<file path="src/rtl/mac_job_sequencer_pkg.sv">
// Shared types and constants for the mac_cluster job sequencer.
// Mode encodings match the cluster's cfg[1:0] field.
package mac_job_sequencer_pkg;

  localparam int MAC_MIN_W    = 8;
  localparam int MAC_ACC_W    = 32;
  localparam int MAC_CONF_W   = 3;
  localparam int MAC_LEN_W    = 16;
  localparam int MAC_PIPE_LAT = 2;

  localparam logic [1:0] MAC_SINGLE  = 2'b00;
  localparam logic [1:0] MAC_DUAL    = 2'b01;
  localparam logic [1:0] MAC_QUAD    = 2'b10;
  localparam logic [1:0] MAC_ILLEGAL = 2'b11;

  typedef enum logic [2:0] {
    SEQ_IDLE  = 3'd0,
    SEQ_LOAD  = 3'd1,
    SEQ_RUN   = 3'd2,
    SEQ_DRAIN = 3'd3,
    SEQ_RESP  = 3'd4
  } seq_state_e;

endpackage

</file>
<file path="src/rtl/mac_job_sequencer_if.sv">
// Job, operand, response and cluster-side signals of the sequencer.
// master = fabric/cluster side, slave = sequencer side.
interface mac_job_sequencer_if
  import mac_job_sequencer_pkg::*;
#(
  parameter int MIN_W  = MAC_MIN_W,
  parameter int ACC_W  = MAC_ACC_W,
  parameter int CONF_W = MAC_CONF_W,
  parameter int LEN_W  = MAC_LEN_W
);

  logic                      job_valid;
  logic                      job_ready;
  logic [1:0]                job_mode;
  logic                      job_acc;
  logic [LEN_W-1:0]          job_len;
  logic [4*ACC_W-1:0]        job_init;

  logic                      op_valid;
  logic                      op_ready;
  logic [4*MIN_W-1:0]        op_a;
  logic [4*MIN_W-1:0]        op_b;

  logic                      mac_rst;
  logic                      mac_en;
  logic [4*ACC_W+CONF_W-1:0] mac_cfg;
  logic [4*MIN_W-1:0]        mac_a;
  logic [4*MIN_W-1:0]        mac_b;
  logic [4*ACC_W-1:0]        mac_out;

  logic                      rsp_valid;
  logic                      rsp_ready;
  logic [4*ACC_W-1:0]        rsp_data;
  logic                      rsp_err;
  logic                      busy;

  modport master (
    output job_valid, job_mode, job_acc,
    output job_len, job_init,
    output op_valid, op_a, op_b,
    output rsp_ready, mac_out,
    input  job_ready, op_ready,
    input  mac_rst, mac_en, mac_cfg,
    input  mac_a, mac_b,
    input  rsp_valid, rsp_data, rsp_err,
    input  busy
  );

  modport slave (
    input  job_valid, job_mode, job_acc,
    input  job_len, job_init,
    input  op_valid, op_a, op_b,
    input  rsp_ready, mac_out,
    output job_ready, op_ready,
    output mac_rst, mac_en, mac_cfg,
    output mac_a, mac_b,
    output rsp_valid, rsp_data, rsp_err,
    output busy
  );

endinterface

</file>
<file path="src/rtl/mac_job_sequencer.sv">
// Job-level controller: loads a mac_cluster, streams operand beats,
// drains the pipeline and returns the accumulator lanes.
module mac_job_sequencer
  import mac_job_sequencer_pkg::*;
#(
  parameter int MIN_W   = MAC_MIN_W,
  parameter int ACC_W   = MAC_ACC_W,
  parameter int CONF_W  = MAC_CONF_W,
  parameter int LEN_W   = MAC_LEN_W,
  parameter int MAC_LAT = MAC_PIPE_LAT
) (
  input  logic                clk,
  input  logic                rst_n,
  mac_job_sequencer_if.slave  bus
);

  localparam int DAT_W = 4 * ACC_W;
  localparam int CFG_W = DAT_W + CONF_W;
  localparam int OP_W  = 4 * MIN_W;
  localparam int DR_W  = (MAC_LAT > 1) ? $clog2(MAC_LAT) : 1;
  localparam logic [DR_W-1:0] DR_LAST = DR_W'(MAC_LAT - 1);

  seq_state_e        state_q, state_d;
  logic [LEN_W-1:0]  len_q, len_d;
  logic [LEN_W-1:0]  cnt_q, cnt_d;
  logic [DR_W-1:0]   drn_q, drn_d;
  logic [CFG_W-1:0]  cfg_q, cfg_d;
  logic [DAT_W-1:0]  rsp_q, rsp_d;
  logic              err_q, err_d;

  logic              job_rdy;
  logic              op_rdy;
  logic              en;
  logic              cfg_live;
  logic [OP_W-1:0]   a;
  logic [OP_W-1:0]   b;

  always_ff @(posedge clk or negedge rst_n) begin
    if (!rst_n) begin
      state_q <= SEQ_IDLE;
      len_q   <= '0;
      cnt_q   <= '0;
      drn_q   <= '0;
      cfg_q   <= '0;
      rsp_q   <= '0;
      err_q   <= 1'b0;
    end else begin
      state_q <= state_d;
      len_q   <= len_d;
      cnt_q   <= cnt_d;
      drn_q   <= drn_d;
      cfg_q   <= cfg_d;
      rsp_q   <= rsp_d;
      err_q   <= err_d;
    end
  end

  always_comb begin
    state_d = state_q;
    len_d   = len_q;
    cnt_d   = cnt_q;
    drn_d   = drn_q;
    cfg_d   = cfg_q;
    rsp_d   = rsp_q;
    err_d   = err_q;
    job_rdy = 1'b0;
    op_rdy  = 1'b0;
    en      = 1'b0;
    a       = '0;
    b       = '0;
    unique case (state_q)
      SEQ_IDLE: begin
        job_rdy = 1'b1;
        if (bus.job_valid) begin
          // Empty and illegal jobs answer directly, never touching the cluster.
          priority case (1'b1)
            (bus.job_len == '0): begin
              rsp_d   = bus.job_init;
              err_d   = 1'b0;
              state_d = SEQ_RESP;
            end
            (bus.job_mode == MAC_ILLEGAL): begin
              rsp_d   = '0;
              err_d   = 1'b1;
              state_d = SEQ_RESP;
            end
            default: begin
              cfg_d   = {bus.job_init, bus.job_acc,
                         bus.job_mode};
              len_d   = bus.job_len;
              cnt_d   = '0;
              state_d = SEQ_LOAD;
            end
          endcase
        end
      end
      SEQ_LOAD: state_d = SEQ_RUN;
      SEQ_RUN: begin
        op_rdy = 1'b1;
        en     = bus.op_valid;
        if (bus.op_valid) begin
          a     = bus.op_a;
          b     = bus.op_b;
          cnt_d = cnt_q + 1'b1;
          if (cnt_q == len_q - 1'b1) begin
            drn_d   = '0;
            state_d = SEQ_DRAIN;
          end
        end
      end
      SEQ_DRAIN: begin
        en = 1'b1;
        // Sample before the last edge so zero operands never land.
        if (drn_q == DR_LAST) begin
          rsp_d   = bus.mac_out;
          err_d   = 1'b0;
          state_d = SEQ_RESP;
        end else begin
          drn_d = drn_q + 1'b1;
        end
      end
      SEQ_RESP: begin
        if (bus.rsp_ready) state_d = SEQ_IDLE;
      end
      default: state_d = SEQ_IDLE;
    endcase
  end

  assign cfg_live = (state_q == SEQ_LOAD) ||
                    (state_q == SEQ_RUN) ||
                    (state_q == SEQ_DRAIN);

  assign bus.job_ready = job_rdy;
  assign bus.op_ready  = op_rdy;
  assign bus.mac_en    = en;
  assign bus.mac_a     = a;
  assign bus.mac_b     = b;
  assign bus.mac_cfg   = cfg_live ? cfg_q : '0;
  assign bus.mac_rst   = ~rst_n | (state_q == SEQ_LOAD);
  assign bus.rsp_valid = (state_q == SEQ_RESP);
  assign bus.rsp_data  = rsp_q;
  assign bus.rsp_err   = err_q;
  assign bus.busy      = (state_q != SEQ_IDLE);

endmodule

</file>
<file path="src/flat_wrapper.sv">
// flat-port wrapper written by rule: the top's interface ports become plain ports
module mac_job_sequencer_flat import mac_job_sequencer_pkg::*;
#(
  parameter int MIN_W   = MAC_MIN_W,
  parameter int ACC_W   = MAC_ACC_W,
  parameter int CONF_W  = MAC_CONF_W,
  parameter int LEN_W   = MAC_LEN_W,
  parameter int MAC_LAT = MAC_PIPE_LAT
)
  (clk, rst_n, bus_job_valid, bus_job_mode, bus_job_acc, bus_job_len, bus_job_init, bus_op_valid, bus_op_a, bus_op_b, bus_rsp_ready, bus_mac_out, bus_job_ready, bus_op_ready, bus_mac_rst, bus_mac_en, bus_mac_cfg, bus_mac_a, bus_mac_b, bus_rsp_valid, bus_rsp_data, bus_rsp_err, bus_busy);
  mac_job_sequencer_if #(.MIN_W(MIN_W), .ACC_W(ACC_W), .CONF_W(CONF_W), .LEN_W(LEN_W)) bus_i ();
  input  logic clk;
  input  logic rst_n;
  input wire logic [$bits(bus_i.job_valid)-1:0] bus_job_valid;
  input wire logic [$bits(bus_i.job_mode)-1:0] bus_job_mode;
  input wire logic [$bits(bus_i.job_acc)-1:0] bus_job_acc;
  input wire logic [$bits(bus_i.job_len)-1:0] bus_job_len;
  input wire logic [$bits(bus_i.job_init)-1:0] bus_job_init;
  input wire logic [$bits(bus_i.op_valid)-1:0] bus_op_valid;
  input wire logic [$bits(bus_i.op_a)-1:0] bus_op_a;
  input wire logic [$bits(bus_i.op_b)-1:0] bus_op_b;
  input wire logic [$bits(bus_i.rsp_ready)-1:0] bus_rsp_ready;
  input wire logic [$bits(bus_i.mac_out)-1:0] bus_mac_out;
  output wire logic [$bits(bus_i.job_ready)-1:0] bus_job_ready;
  output wire logic [$bits(bus_i.op_ready)-1:0] bus_op_ready;
  output wire logic [$bits(bus_i.mac_rst)-1:0] bus_mac_rst;
  output wire logic [$bits(bus_i.mac_en)-1:0] bus_mac_en;
  output wire logic [$bits(bus_i.mac_cfg)-1:0] bus_mac_cfg;
  output wire logic [$bits(bus_i.mac_a)-1:0] bus_mac_a;
  output wire logic [$bits(bus_i.mac_b)-1:0] bus_mac_b;
  output wire logic [$bits(bus_i.rsp_valid)-1:0] bus_rsp_valid;
  output wire logic [$bits(bus_i.rsp_data)-1:0] bus_rsp_data;
  output wire logic [$bits(bus_i.rsp_err)-1:0] bus_rsp_err;
  output wire logic [$bits(bus_i.busy)-1:0] bus_busy;
  assign bus_i.job_valid = bus_job_valid;
  assign bus_i.job_mode = bus_job_mode;
  assign bus_i.job_acc = bus_job_acc;
  assign bus_i.job_len = bus_job_len;
  assign bus_i.job_init = bus_job_init;
  assign bus_i.op_valid = bus_op_valid;
  assign bus_i.op_a = bus_op_a;
  assign bus_i.op_b = bus_op_b;
  assign bus_i.rsp_ready = bus_rsp_ready;
  assign bus_i.mac_out = bus_mac_out;
  assign bus_job_ready = bus_i.job_ready;
  assign bus_op_ready = bus_i.op_ready;
  assign bus_mac_rst = bus_i.mac_rst;
  assign bus_mac_en = bus_i.mac_en;
  assign bus_mac_cfg = bus_i.mac_cfg;
  assign bus_mac_a = bus_i.mac_a;
  assign bus_mac_b = bus_i.mac_b;
  assign bus_rsp_valid = bus_i.rsp_valid;
  assign bus_rsp_data = bus_i.rsp_data;
  assign bus_rsp_err = bus_i.rsp_err;
  assign bus_busy = bus_i.busy;
  mac_job_sequencer #(.MIN_W(MIN_W), .ACC_W(ACC_W), .CONF_W(CONF_W), .LEN_W(LEN_W), .MAC_LAT(MAC_LAT)) u_core (.clk(clk), .rst_n(rst_n), .bus(bus_i));
endmodule
</file>
<file path="config.mk">
export PLATFORM = sky130hd
export DESIGN_NAME = mac_job_sequencer_flat
export DESIGN_NICKNAME = d
export VERILOG_FILES = /design/src/rtl/mac_job_sequencer_pkg.sv /design/src/rtl/mac_job_sequencer_if.sv /design/src/rtl/mac_job_sequencer.sv /design/src/flat_wrapper.sv
export SDC_FILE = /design/constraint.sdc
export NUM_CORES = 1
export LEC_CHECK = 0
export CAP_MARGIN = 25
export CORE_AREA = 4 4 259 261
export CTS_BUF_LIST = sky130_fd_sc_hd__clkbuf_16
export DETAILED_ROUTE_END_ITERATION = 6
export DIE_AREA = 0 0 263 265
export GPL_TIMING_DRIVEN = 0
export PLACE_DENSITY = 0.55
export RECOVER_POWER = 25
export SKIP_LAST_GASP = 1
export SLEW_MARGIN = 15
export SYNTH_ARGS = -nofsm -noshare
export SYNTH_HDL_FRONTEND = slang
export SYNTH_SLANG_ARGS = --single-unit
</file>
<file path="constraint.sdc">
create_clock -name clk -period 5.6 [get_ports clk]
set_clock_uncertainty 0.05 [all_clocks]
set_input_delay 0.56 -clock clk [delete_from_list [all_inputs] [get_ports clk]]
set_output_delay 0.56 -clock clk [all_outputs]
set_load 0.01 [all_outputs]
</file>
==> impl_summary.log <==
[metrics] sum of overflow across all layers after global routing: 0
[metrics] weighted congestion at the end of routability-driven global placement: 0.901
[metrics] number of endpoints with negative hold slack in the final report: 0
[metrics] Adder-Cell Fraction of Synth Area: 0.174%
[metrics] cell area after placement: 22300 sq um
[metrics] pins over their slew limit: 93
[metrics] die span in y: 265 um
[metrics] part of the cycle the worst path needs: 73.5%
[metrics] combinational family with the most area after synthesis: simple AND/OR/NAND/NOR gates
[metrics] logic gate share of total power: 52.2%
[metrics] power share of the sequential group: 30.1%
[metrics] die outline width: 263 um
[metrics] final setup violation count: 0
[metrics] required time of the critical path: 4.99 ns
[metrics] count of unique library cells instantiated by Yosys: 50
[metrics] clock-pin slew reported for the worst setup and hold paths after clock tree synthesis: 0.06 ns
[metrics] cts bufs inserted: 38
[metrics] RSZ-0062 raised after global routing: false
[metrics] number of cells in the finished layout apart from fillers: 3352
[metrics] area share of xor/xnor cells in the synthesized design: 1.76%
[metrics] area share of and/or/nand/nor cells after synthesis: 35.1%
[metrics] number of flops mapped to enable cells by yosys: 0
[metrics] fraction of power consumed by the clock network: 17.7%
[metrics] max-capacitance violation count: 1
[metrics] multiplexer share of the synthesized area: 0.356%
[metrics] # nets final: 2811
[metrics] area inside the core boundary: 64500 sq um
[metrics] residual antenna-violating net count after detailed routing: 0
[metrics] cell at the root of the clock tree: sky130_fd_sc_hd__clkbuf_16
[metrics] Primary FF master, synth: sky130_fd_sc_hd__dfrtp_1
[metrics] critical path data arrival time: 3.51 ns
[metrics] Cell Area, Synth: 14400 sq um
[metrics] Synth Warn #: 0
[metrics] post-detailed-route via-to-cell ratio: 4.57
[metrics] initial standard-cell utilization of the core: 22.3%
[metrics] top-level I/O count: 674
[metrics] violated checks: capacitance limit, slew limit
[metrics] Final Routed Wirelength: 73500 um
[metrics] latest clock arrival within the worst-skew pair: 0.54 ns
[metrics] maximum number of pins on one net before global-route repair: 93
[metrics] clock tree from TritonCTS: built
[metrics] class of the tightest hold or removal check: primary input to async pin
[metrics] wire length of the first global-routing pass: 106000 um
[metrics] maximum net fanout on the critical path: 10
[metrics] Static Leakage: 9.86 nW
[metrics] post-layout power: 12.5 mW
[metrics] status: finished, violations left
[metrics] actual transition at the worst max-transition pin: 2.46 ns
[metrics] share of post-route cells with drive strength above 1: 4.34%
[metrics] WL per Instance: 21.9 um
[metrics] Detail Placement HPWL: 58400 um
[metrics] gr usage total: 20.1%
[metrics] port bufs: 673
[metrics] antenna violations before repair: 15
[metrics] Critical Path Source Type: register
[metrics] area of the die: 69700 sq um
[metrics] start point of the critical path: u_core.state_q[1]$_DFFE_PN0P_
[metrics] Sw Pwr: 5.05 mW
[metrics] worst rel slew slack: -64.1%
[metrics] category of the most critical setup path: register to output port
[metrics] Max Clock Freq: 243 MHz
[metrics] detailed router's first-iteration violation count: 1070
[metrics] vias in the first global route: 15.9k
[metrics] # rows: 93
[metrics] kind of capture point of the worst setup path: output port
[metrics] post-placement cell count: 3279
[metrics] instance count of the mapped netlist: 1748
[metrics] sum of negative setup slack: 0 ns
[metrics] cell-internal power: 7.47 mW
[metrics] post-synthesis sequential area ratio: 51.5%
[metrics] remaining design rule violation count: 0
[metrics] number of post-CTS setup repair buffers: 0
[metrics] htree depth: 2
[metrics] maximum buffer depth of the clock tree: 3
[metrics] fraction of power spent switching nets: 40.3%
[metrics] syn avg cell area: 8.24 sq um
[metrics] Layout Area Growth over Synthesis: 62.4%
[metrics] Post-synth ARST share: 100%
[metrics] area fraction in compound gates after synthesis: 7.01%
[metrics] worst supply voltage drop on vdd: 0.000231 V
[metrics] Yosys reg bits: 296
[metrics] post_cts resized: 0
[metrics] Reg2Reg Launch Point: u_core.state_q[2]$_DFFE_PN0P_
[metrics] net count after synthesis: 2094
[metrics] Final Critical Period: 4.12 ns
[metrics] number of iterations in the first detailed-routing pass: 5
[metrics] design area: 23400 sq um
[metrics] CTS sink count: 296
[metrics] Pwr Density: 536 nW/um^2
[metrics] via count: 15.3k
[sequential cells by signal (all words and copies together) (netlist names)]
signal               count
u_core.cfg_q           131
u_core.bus.rsp_data    128
u_core.cnt_q            16
u_core.len_q            16
u_core.state_q           3
u_core.bus.rsp_err       1
u_core.drn_q             1
[placed cells by master (no fill, tap or decap), drive strengths merged, types with 2 or more instances in the layout]
cell / netlist / routed
xnor2: 8 / 8
xor2: 21 / 21
nand2: 583 / 583
nand4: 7 / 7
diode: 0 / 11
a31oi: 128 / 128
o21ai: 9 / 9
nor2: 157 / 157
inv: 7 / 15
or3: 5 / 5
nor3b: 3 / 3
ha: 2 / 2
nor2b: 4 / 4
nor4: 3 / 3
dfrtp: 296 / 296
clkbuf: 82 / 122
or4: 4 / 4
nand3: 132 / 132
and2: 198 / 198
a21o: 3 / 3
and3: 5 / 5
clkdlybuf4s50: 0 / 672
o31ai: 3 / 3
nor4bb: 2 / 2
nor3: 8 / 8
clkinv: 0 / 13
buf: 47 / 50
and4: 2 / 2
mux2i: 4 / 4
a211oi: 2 / 2
a21oi: 9 / 9
[cells in the mapped netlist (all sizes together) (4+ instances only)]
cell type / n / area share (%)
and3: 5 / 0.22
o21ai: 9 / 0.31
inv: 7 / 0.18
nand3: 132 / 4.6
xnor2: 8 / 0.49
clkbuf: 82 / 2.1
buf: 47 / 1.9
nand4: 7 / 0.35
a31oi: 128 / 5.6
dfrtp: 296 / 51
and2: 198 / 8.6
xor2: 21 / 1.3
nand2: 583 / 15
nor2b: 4 / 0.17
or4: 4 / 0.26
nor2: 157 / 4.1
or3: 5 / 0.22
mux2i: 4 / 0.28
nor3: 8 / 0.28
a21oi: 9 / 0.34
[logic make-up after synthesis]
logic type | count (synthesis)
flops | 296
fa+ha+maj | 2
simple gates | 1120
compound gates | 160
buf+inv | 136
xor+xnor | 29
mux | 5
[stage by stage]
stage	worst slack [ns]	hold slack, ns	utilization, %
after floorplan	3.10	0.214	-
after global placement	-10.05	0.400	34.4
after detailed placement	1.64	0.377	34.6
after CTS	1.30	0.379	36.3
after global routing	1.23	0.395	36.3
final	1.48	0.398	36.3
[critical path, stage by stage, from the launching register on]
cell and delay [ns]:
sky130_fd_sc_hd__dfrtp_1 0.45, sky130_fd_sc_hd__nor2_1 0.11, sky130_fd_sc_hd__nor2_1 0.49, sky130_fd_sc_hd__clkbuf_2 0.52, sky130_fd_sc_hd__clkbuf_1 0.43, sky130_fd_sc_hd__and2_1 0.33
sky130_fd_sc_hd__clkdlybuf4s50_1 0.60
[power by group through the flow]
stage	logic, mW	clock network (mW)	registers, mW
after global placement	6.56	0	3.76
after floorplan	2.77	0	3.86
after global routing	7.11	2.37	3.89
after detailed placement	6.62	0	3.79
final	6.54	2.22	3.76
after CTS	6.65	2.30	3.76
[metal layers]
metal / up-vias / global-route usage, % / wire length [um]
met5: - / 0 / 13
met3: 134 / 5.32 / 5660
li1: 7146 / - / -
met2: 662 / 34.7 / 36200
met4: 2 / 7.64 / 2680
met1: 7365 / 24.1 / 29000
[final cells by class]
| class | count | area, sq um |
|---|---|---|
| plain buffers | 129 | 578 |
| multi-input cells | 1316 | 6390 |
| diodes | 11 | 27.5 |
| repair buffers | 677 | 6810 |
| fillers | 6706 | 41100 |
| inverters | 7 | 26.3 |
| flip-flops and latches | 296 | 7410 |
| clock buffers | 39 | 976 |
| well taps | 855 | 1070 |
| clock inverters | 22 | 95.1 |
[timing repair]
| action | 4_1_cts | 5_1_grt |
|---|---|---|
| endpoints found under the setup margin | 0 | 0 |
| hold endpoints to repair | 23 | 0 |
| hold buffers | 1 | 0 |
[path summary, 6_finish.rpt]
path                                                            end  slack [ns]  cells after the start
worst max-delay path                               bus_mac_cfg[124]        1.48                      6
worst min-delay path            u_core.bus.rsp_data[83]$_DFFE_PN0P_        0.40                      2
worst max register to register          u_core.len_q[1]$_DFFE_PN0P_        2.54                      9
worst min register to register        u_core.cfg_q[112]$_DFFE_PN0P_        0.41                      2
max in group asynchronous              u_core.cfg_q[18]$_DFFE_PN0P_        2.43                      3
min in group clk                      u_core.cfg_q[112]$_DFFE_PN0P_        0.41                      2
Power figures use the tool's default switching activity.
